### src/rtl/a25_cache_flush_ctrl_if.sv
// Signal bundle between CP15/core and the cache flush sequencer.
// Exposes the sequencer state on dbg_state for checkers.
interface a25_cache_flush_ctrl_if #(
    parameter int LINES = 256,
    parameter int WAYS  = 4,
    parameter int TAG_W = 21
);
    localparam int IW = $clog2(LINES);

    logic             i_core_stall;
    logic             i_cache_enable;
    logic             i_cache_flush;
    logic [31:0]      i_cacheable_area;
    logic [31:0]      i_address;
    logic             i_address_valid;
    logic             o_flush_busy;
    logic             o_flush_done;
    logic             o_tag_wr_en;
    logic [IW-1:0]    o_tag_wr_addr;
    logic [WAYS-1:0]  o_tag_wr_way_mask;
    logic [TAG_W-1:0] o_tag_wr_data;
    logic             o_cacheable;
    logic [1:0]       dbg_state;

    modport master (
        output i_core_stall, i_cache_enable, i_cache_flush, i_cacheable_area,
               i_address, i_address_valid,
        input  o_flush_busy, o_flush_done, o_tag_wr_en, o_tag_wr_addr,
               o_tag_wr_way_mask, o_tag_wr_data, o_cacheable, dbg_state
    );

    modport slave (
        input  i_core_stall, i_cache_enable, i_cache_flush, i_cacheable_area,
               i_address, i_address_valid,
        output o_flush_busy, o_flush_done, o_tag_wr_en, o_tag_wr_addr,
               o_tag_wr_way_mask, o_tag_wr_data, o_cacheable, dbg_state
    );
endinterface

### src/rtl/a25_cache_flush_ctrl.sv
// Cache flush sequencer: walks every set invalidating all ways, plus the registered cacheable decode.
// Optional A25_FLUSH_ON_RESET_EN: start in FLUSH after reset so tags are clean at boot.
module a25_cache_flush_ctrl #(
    parameter int LINES = 256,
    parameter int WAYS  = 4,
    parameter int TAG_W = 21
) (
    input  logic                   i_clk,
    input  logic                   i_rst,
    a25_cache_flush_ctrl_if.slave  bus
);
    localparam int IW = $clog2(LINES);

    typedef enum logic [1:0] {
        ST_IDLE  = 2'd0,
        ST_FLUSH = 2'd1,
        ST_DONE  = 2'd2
    } state_e;

`ifdef A25_FLUSH_ON_RESET_EN
    localparam state_e RST_STATE = ST_FLUSH;
`else
    localparam state_e RST_STATE = ST_IDLE;
`endif

    state_e        state_q, state_d;
    logic [IW-1:0] idx_q, idx_d;
    logic          pending_q, pending_d;
    logic          wr_en_q, wr_en_d;
    logic          busy_q, busy_d;
    logic          done_q, done_d;
    logic [IW-1:0] addr_q, addr_d;
    logic          cacheable_q, cacheable_d;

    logic          flush_active;
    logic          last_idx;
    logic          unused_addr_bits;

    assign flush_active     = (state_q == ST_FLUSH) || bus.i_cache_flush;
    assign last_idx         = (idx_q == IW'(LINES - 1));
    assign unused_addr_bits = ^{bus.i_address[31:26], bus.i_address[20:0]};

    // state_q/idx_q always describe what the output registers present this
    // cycle; the only exception is the reset-into-FLUSH case, where wr_en_q is
    // still low and set 0 has not yet been presented.
    always_comb begin
        state_d   = state_q;
        idx_d     = idx_q;
        pending_d = pending_q;
        case (state_q)
            ST_IDLE: begin
                if (bus.i_cache_flush) begin
                    state_d = ST_FLUSH;
                    idx_d   = '0;
                end
            end
            ST_FLUSH: begin
                if (bus.i_cache_flush) begin
                    pending_d = 1'b1;
                end
                if (!wr_en_q) begin
                    idx_d = idx_q;
                end else if (last_idx) begin
                    state_d = ST_DONE;
                    idx_d   = '0;
                end else begin
                    idx_d = idx_q + 1'b1;
                end
            end
            ST_DONE: begin
                // A strobe landing in DONE folds into the pending restart.
                if (pending_q || bus.i_cache_flush) begin
                    pending_d = 1'b0;
                    state_d   = ST_FLUSH;
                    idx_d     = '0;
                end else begin
                    state_d = ST_IDLE;
                end
            end
            default: begin
                state_d = ST_IDLE;
                idx_d   = '0;
            end
        endcase
    end

    always_comb begin
        wr_en_d = (state_d == ST_FLUSH);
        busy_d  = (state_d == ST_FLUSH);
        done_d  = (state_d == ST_DONE);
        addr_d  = (state_d == ST_FLUSH) ? idx_d : '0;
    end

    // An access is accepted when i_address_valid is high and i_core_stall is
    // low in the same cycle; there is no back-pressure, stall just freezes it.
    always_comb begin
        cacheable_d = cacheable_q;
        if (!bus.i_core_stall && bus.i_address_valid) begin
            cacheable_d = bus.i_cache_enable
                       && bus.i_cacheable_area[bus.i_address[25:21]]
                       && !flush_active;
        end
    end

    always_ff @(posedge i_clk or posedge i_rst) begin
        if (i_rst) begin
            state_q     <= RST_STATE;
            idx_q       <= '0;
            pending_q   <= 1'b0;
            wr_en_q     <= 1'b0;
            busy_q      <= 1'b0;
            done_q      <= 1'b0;
            addr_q      <= '0;
            cacheable_q <= 1'b0;
        end else begin
            state_q     <= state_d;
            idx_q       <= idx_d;
            pending_q   <= pending_d;
            wr_en_q     <= wr_en_d;
            busy_q      <= busy_d;
            done_q      <= done_d;
            addr_q      <= addr_d;
            cacheable_q <= cacheable_d;
        end
    end

    assign bus.o_flush_busy      = busy_q;
    assign bus.o_flush_done      = done_q;
    assign bus.o_tag_wr_en       = wr_en_q;
    assign bus.o_tag_wr_addr     = addr_q;
    assign bus.o_tag_wr_way_mask = {WAYS{wr_en_q}};
    assign bus.o_tag_wr_data     = '0;
    assign bus.o_cacheable       = cacheable_q;
    assign bus.dbg_state         = state_q;
endmodule

### src/flat_wrapper.sv
// flat-port wrapper written by rule: the top's interface ports become plain ports
module a25_cache_flush_ctrl_flat 
#(
    parameter int LINES = 256,
    parameter int WAYS  = 4,
    parameter int TAG_W = 21
)
  (i_clk, i_rst, bus_i_core_stall, bus_i_cache_enable, bus_i_cache_flush, bus_i_cacheable_area, bus_i_address, bus_i_address_valid, bus_o_flush_busy, bus_o_flush_done, bus_o_tag_wr_en, bus_o_tag_wr_addr, bus_o_tag_wr_way_mask, bus_o_tag_wr_data, bus_o_cacheable, bus_dbg_state);
  a25_cache_flush_ctrl_if #(.LINES(LINES), .WAYS(WAYS), .TAG_W(TAG_W)) bus_i ();
  input  logic i_clk;
  input  logic i_rst;
  input wire logic [$bits(bus_i.i_core_stall)-1:0] bus_i_core_stall;
  input wire logic [$bits(bus_i.i_cache_enable)-1:0] bus_i_cache_enable;
  input wire logic [$bits(bus_i.i_cache_flush)-1:0] bus_i_cache_flush;
  input wire logic [$bits(bus_i.i_cacheable_area)-1:0] bus_i_cacheable_area;
  input wire logic [$bits(bus_i.i_address)-1:0] bus_i_address;
  input wire logic [$bits(bus_i.i_address_valid)-1:0] bus_i_address_valid;
  output wire logic [$bits(bus_i.o_flush_busy)-1:0] bus_o_flush_busy;
  output wire logic [$bits(bus_i.o_flush_done)-1:0] bus_o_flush_done;
  output wire logic [$bits(bus_i.o_tag_wr_en)-1:0] bus_o_tag_wr_en;
  output wire logic [$bits(bus_i.o_tag_wr_addr)-1:0] bus_o_tag_wr_addr;
  output wire logic [$bits(bus_i.o_tag_wr_way_mask)-1:0] bus_o_tag_wr_way_mask;
  output wire logic [$bits(bus_i.o_tag_wr_data)-1:0] bus_o_tag_wr_data;
  output wire logic [$bits(bus_i.o_cacheable)-1:0] bus_o_cacheable;
  output wire logic [$bits(bus_i.dbg_state)-1:0] bus_dbg_state;
  assign bus_i.i_core_stall = bus_i_core_stall;
  assign bus_i.i_cache_enable = bus_i_cache_enable;
  assign bus_i.i_cache_flush = bus_i_cache_flush;
  assign bus_i.i_cacheable_area = bus_i_cacheable_area;
  assign bus_i.i_address = bus_i_address;
  assign bus_i.i_address_valid = bus_i_address_valid;
  assign bus_o_flush_busy = bus_i.o_flush_busy;
  assign bus_o_flush_done = bus_i.o_flush_done;
  assign bus_o_tag_wr_en = bus_i.o_tag_wr_en;
  assign bus_o_tag_wr_addr = bus_i.o_tag_wr_addr;
  assign bus_o_tag_wr_way_mask = bus_i.o_tag_wr_way_mask;
  assign bus_o_tag_wr_data = bus_i.o_tag_wr_data;
  assign bus_o_cacheable = bus_i.o_cacheable;
  assign bus_dbg_state = bus_i.dbg_state;
  a25_cache_flush_ctrl #(.LINES(LINES), .WAYS(WAYS), .TAG_W(TAG_W)) u_core (.i_clk(i_clk), .i_rst(i_rst), .bus(bus_i));
endmodule
### config.mk
export PLATFORM = sky130hd
export DESIGN_NAME = a25_cache_flush_ctrl_flat
export DESIGN_NICKNAME = d
export VERILOG_FILES = /design/src/rtl/a25_cache_flush_ctrl_if.sv /design/src/rtl/a25_cache_flush_ctrl.sv /design/src/flat_wrapper.sv
export SDC_FILE = /design/constraint.sdc
export NUM_CORES = 1
export LEC_CHECK = 0
export ABC_AREA = 1
export ABC_CLOCK_PERIOD_IN_PS = 2300
export CAP_MARGIN = 20
export CORE_UTILIZATION = 38
export DETAILED_ROUTE_END_ITERATION = 8
export HOLD_SLACK_MARGIN = 0.12
export PLACE_DENSITY = 0.81
export SYNTH_ARGS = -nofsm -noshare
export SYNTH_HDL_FRONTEND = slang
export SYNTH_SLANG_ARGS = --single-unit
### constraint.sdc
create_clock -name i_clk -period 2.3 [get_ports i_clk]
set_input_delay 0.46 -clock i_clk [delete_from_list [all_inputs] [get_ports i_clk]]
set_output_delay 0.46 -clock i_clk [all_outputs]
set_load 0.05 [all_outputs]
==> results.yml, run 1 <==
outcome:
  status: "complete, no violations"
setup_path:
  arrival_ns: 1.58
  start_kind: "flop"
  required_ns: 1.84
  crit_type: "reg2out"
  path_cells: "clkdlybuf4s50_1"
  endpoint_kind: "primary output"
  worst_path_max_delay_cell: "clkdlybuf4s50_1"
  path_buf_inv: 1
  worstPathMaxFanout: 5
  regToRegSetupSlack_ns: 0.81
  crit_family: "buffers and inverters"
  slowest_delay_ns: 0.85
sta:
  finalHoldViolCount: 0
  fin_crit_ns: 2.04
  max_freq_mhz: 490
  min_period_over_period_pct: 88.8
  fin_skew_ns: 0.00341
  worst_pin_slew_ns: 0.533
  setup_viol: 0
  tns_ns: 0
  slew_viol_final: 0
  rsz0062_at_grt: "no"
  max_slew_margin_pct: 64.3
clock_network:
  htreeDepth: 1
  cts-hold-fix-buffers: 0
  cts_tree: "yes"
  clkLatencyLatePin_ns: 0.26
  post_cts_buffers: 0
  root_buffer: "clkbuf_8"
  cts_buffers: 3
  cts.sinks: 22
  cts.repair.resized: 0
  path_clk_slew_ns: 0.08
  clk_path_buf_depth: 2
synthesis:
  synth_area_per_cell_sq_um: 7.43
  synth_top_area_share_pct: 34.5
  synth_top_area_cell: "dfrtp_1"
  synthTopCellsByArea: "dfrtp_1 34%, nand2_1 13%, buf_4 13%, nand3_1 9.7%, inv_1 4.7%"
  synth_cell_types: 27
  synth-seq-cells: 22
  netlist_area_sq_mm: 0.00160
  synth_cells: 215
  yosysSeqAreaShare_pct: 34.5
  ys_warn_count: 0
die:
  start_util_pct: 39.6
  num_io_pins: 109
  die_w_um: 66.8
  core_area_sq_mm: 0.00403
  die-area_sq_mm: 0.00446
  core.rowCount: 23
  dieHeight_um: 66.8
final_layout:
  syn_to_final_growth_pct: 33.6
  fin_nets: 342
  final_area_sq_mm: 0.00213
  diodes: 0
  utilization_pct: 53.0
  drive_gt1_share_pct: 11.5
  layout_common_cells: "55 x nand2_1, 54 x clkdlybuf4s50_1, 31 x nand3_1"
  mostFrequentLayoutCell: "nand2_1"
placement:
  dp_hpwl_um: 2890
  place.gp.congestion: 0.846
  placed_area_sq_mm: 0.00208
  numPortBuffers: 60
drt:
  routedWlPerCell_um: 11.2
  route.detailed.drc: 0
  routed_wl_um: 3580
  vias: 1482
  via_per_inst: 4.63
  ant_nets: 0
  drtPass1Iterations: 4
  drtIter0Drc: 90
global_route:
  grt-ovfl-total: 0
  grt_use_total_pct: 17.4
  grt_pass1_vias: 1337
  grt_pass1_wl_um: 5870
  antenna_found_initial: 0
  grt_max_degree: 23
power_and_ir_drop:
  ir_worst_vdd_mv: 0.196
  totalPowerFinal_mw: 0.882
  p_per_area_mw_per_mm2: 414
  p_leak_nw: 1.02
worst_hold_path:
  hp-class: "reg2reg"
flow_run:
  maxCapViolCount: 0
==> flip-flops by register name (all words and copies together) (netlist names) <==
signal,flops
u_core.bus.o_tag_wr_en,1
u_core.bus.dbg_state,2
u_core.pending_q,1
u_core.bus.o_cacheable,1
u_core.bus.o_flush_done,1
u_core.bus.o_tag_wr_addr,8
u_core.idx_q,8
==> metal layers <==
metal / wire, um / track usage (%)
met1: 1590 / 21.0
met2: 1790 / 30.9
met3: 170 / 3.08
met4: 38 / 5.05
met5: 0 / 0
==> final cells by class <==
cell class	count	area (sq um)
Fill cell	381	1900
Multi-Input combinational cell	157	763
Timing Repair Buffer	62	601
Sequential cell	22	551
Inverter	25	101
Tap cell	50	62.6
Clock buffer	4	55.1
==> final timing paths <==
check,from,endpoint,cells after the start
min in group asynchronous,i_rst,u_core.idx_q[6],3
worst max register to register,u_core.bus.o_tag_wr_en,u_core.idx_q[7],6
worst max-delay path,u_core.bus.dbg_state[1],bus_dbg_state[1],1
worst min register to register,u_core.bus.o_cacheable,u_core.bus.o_cacheable,2
worst min-delay path,u_core.bus.o_cacheable,u_core.bus.o_cacheable,2
max in group asynchronous,i_rst,u_core.idx_q[3],3
==> power by group <==
part	leakage, nW	total [mW]	internal [mW]	switching (mW)
logic	0.738	0.219	0.0860	0.133
registers	0.251	0.386	0.386	0.00000000103
clock network	0.0288	0.277	0.153	0.124
total	1.02	0.882	0.625	0.257
==> Yosys cell counts (all sizes together) <==
library cell  count
nor3              2
a31oi             1
nand3            33
nand3b            1
ha                1
nand2            63
conb              1
nand4             2
nor2             12
inv              25
o22ai             3
dfrtp            22
o21ai             9
a21oi             2
xor2              5
a211oi            1
and2              1
buf              31
==> through the flow <==
stage          instances  worst slack, ns  hold slack (ns)
2_1_floorplan        235            0.716            0.449
3_3_place_gp         316            0.331            0.469
3_5_place_dp         316            0.290            0.471
4_1_cts              320            0.263            0.496
5_1_grt              320            0.192            0.534
6_report             320            0.257            0.492
==> cell families (layout without fill, tap and decap cells) <==
| group | Yosys count | after routing | share of synthesized area [%] |
|---|---|---|---|
| xor+xnor | 5 | 5 | 2.74 |
| compound gates | 16 | 16 | 5.49 |
| other cells | 1 | 21 | 0.235 |
| buf+inv | 56 | 91 | 22.4 |
| simple gates | 114 | 114 | 33.9 |
| flops | 22 | 22 | 34.5 |
| fa+ha+maj | 1 | 1 | 0.784 |
Power figures use the tool's default switching activity.
==> inputs of run 2 (changes only) <==
--- a/config.mk
+++ b/config.mk
@@ -6,12 +6,12 @@
 export NUM_CORES = 1
 export LEC_CHECK = 0
 export ABC_AREA = 1
-export ABC_CLOCK_PERIOD_IN_PS = 2300
 export CAP_MARGIN = 20
 export CORE_UTILIZATION = 38
 export DETAILED_ROUTE_END_ITERATION = 8
 export HOLD_SLACK_MARGIN = 0.12
 export PLACE_DENSITY = 0.81
+export SLEW_MARGIN = 20
 export SYNTH_ARGS = -nofsm -noshare
 export SYNTH_HDL_FRONTEND = slang
 export SYNTH_SLANG_ARGS = --single-unit
==> results of run 2 <==
Final layout, timing and power as in run 1 (identical DEF).
==> inputs of run 3 (changes only) <==
--- a/config.mk
+++ b/config.mk
@@ -15,3 +15,4 @@
 export SYNTH_ARGS = -nofsm -noshare
 export SYNTH_HDL_FRONTEND = slang
 export SYNTH_SLANG_ARGS = --single-unit
+export TNS_END_PERCENT = 1
==> results of run 3 <==
Final layout, timing and power as in run 1 (identical DEF).
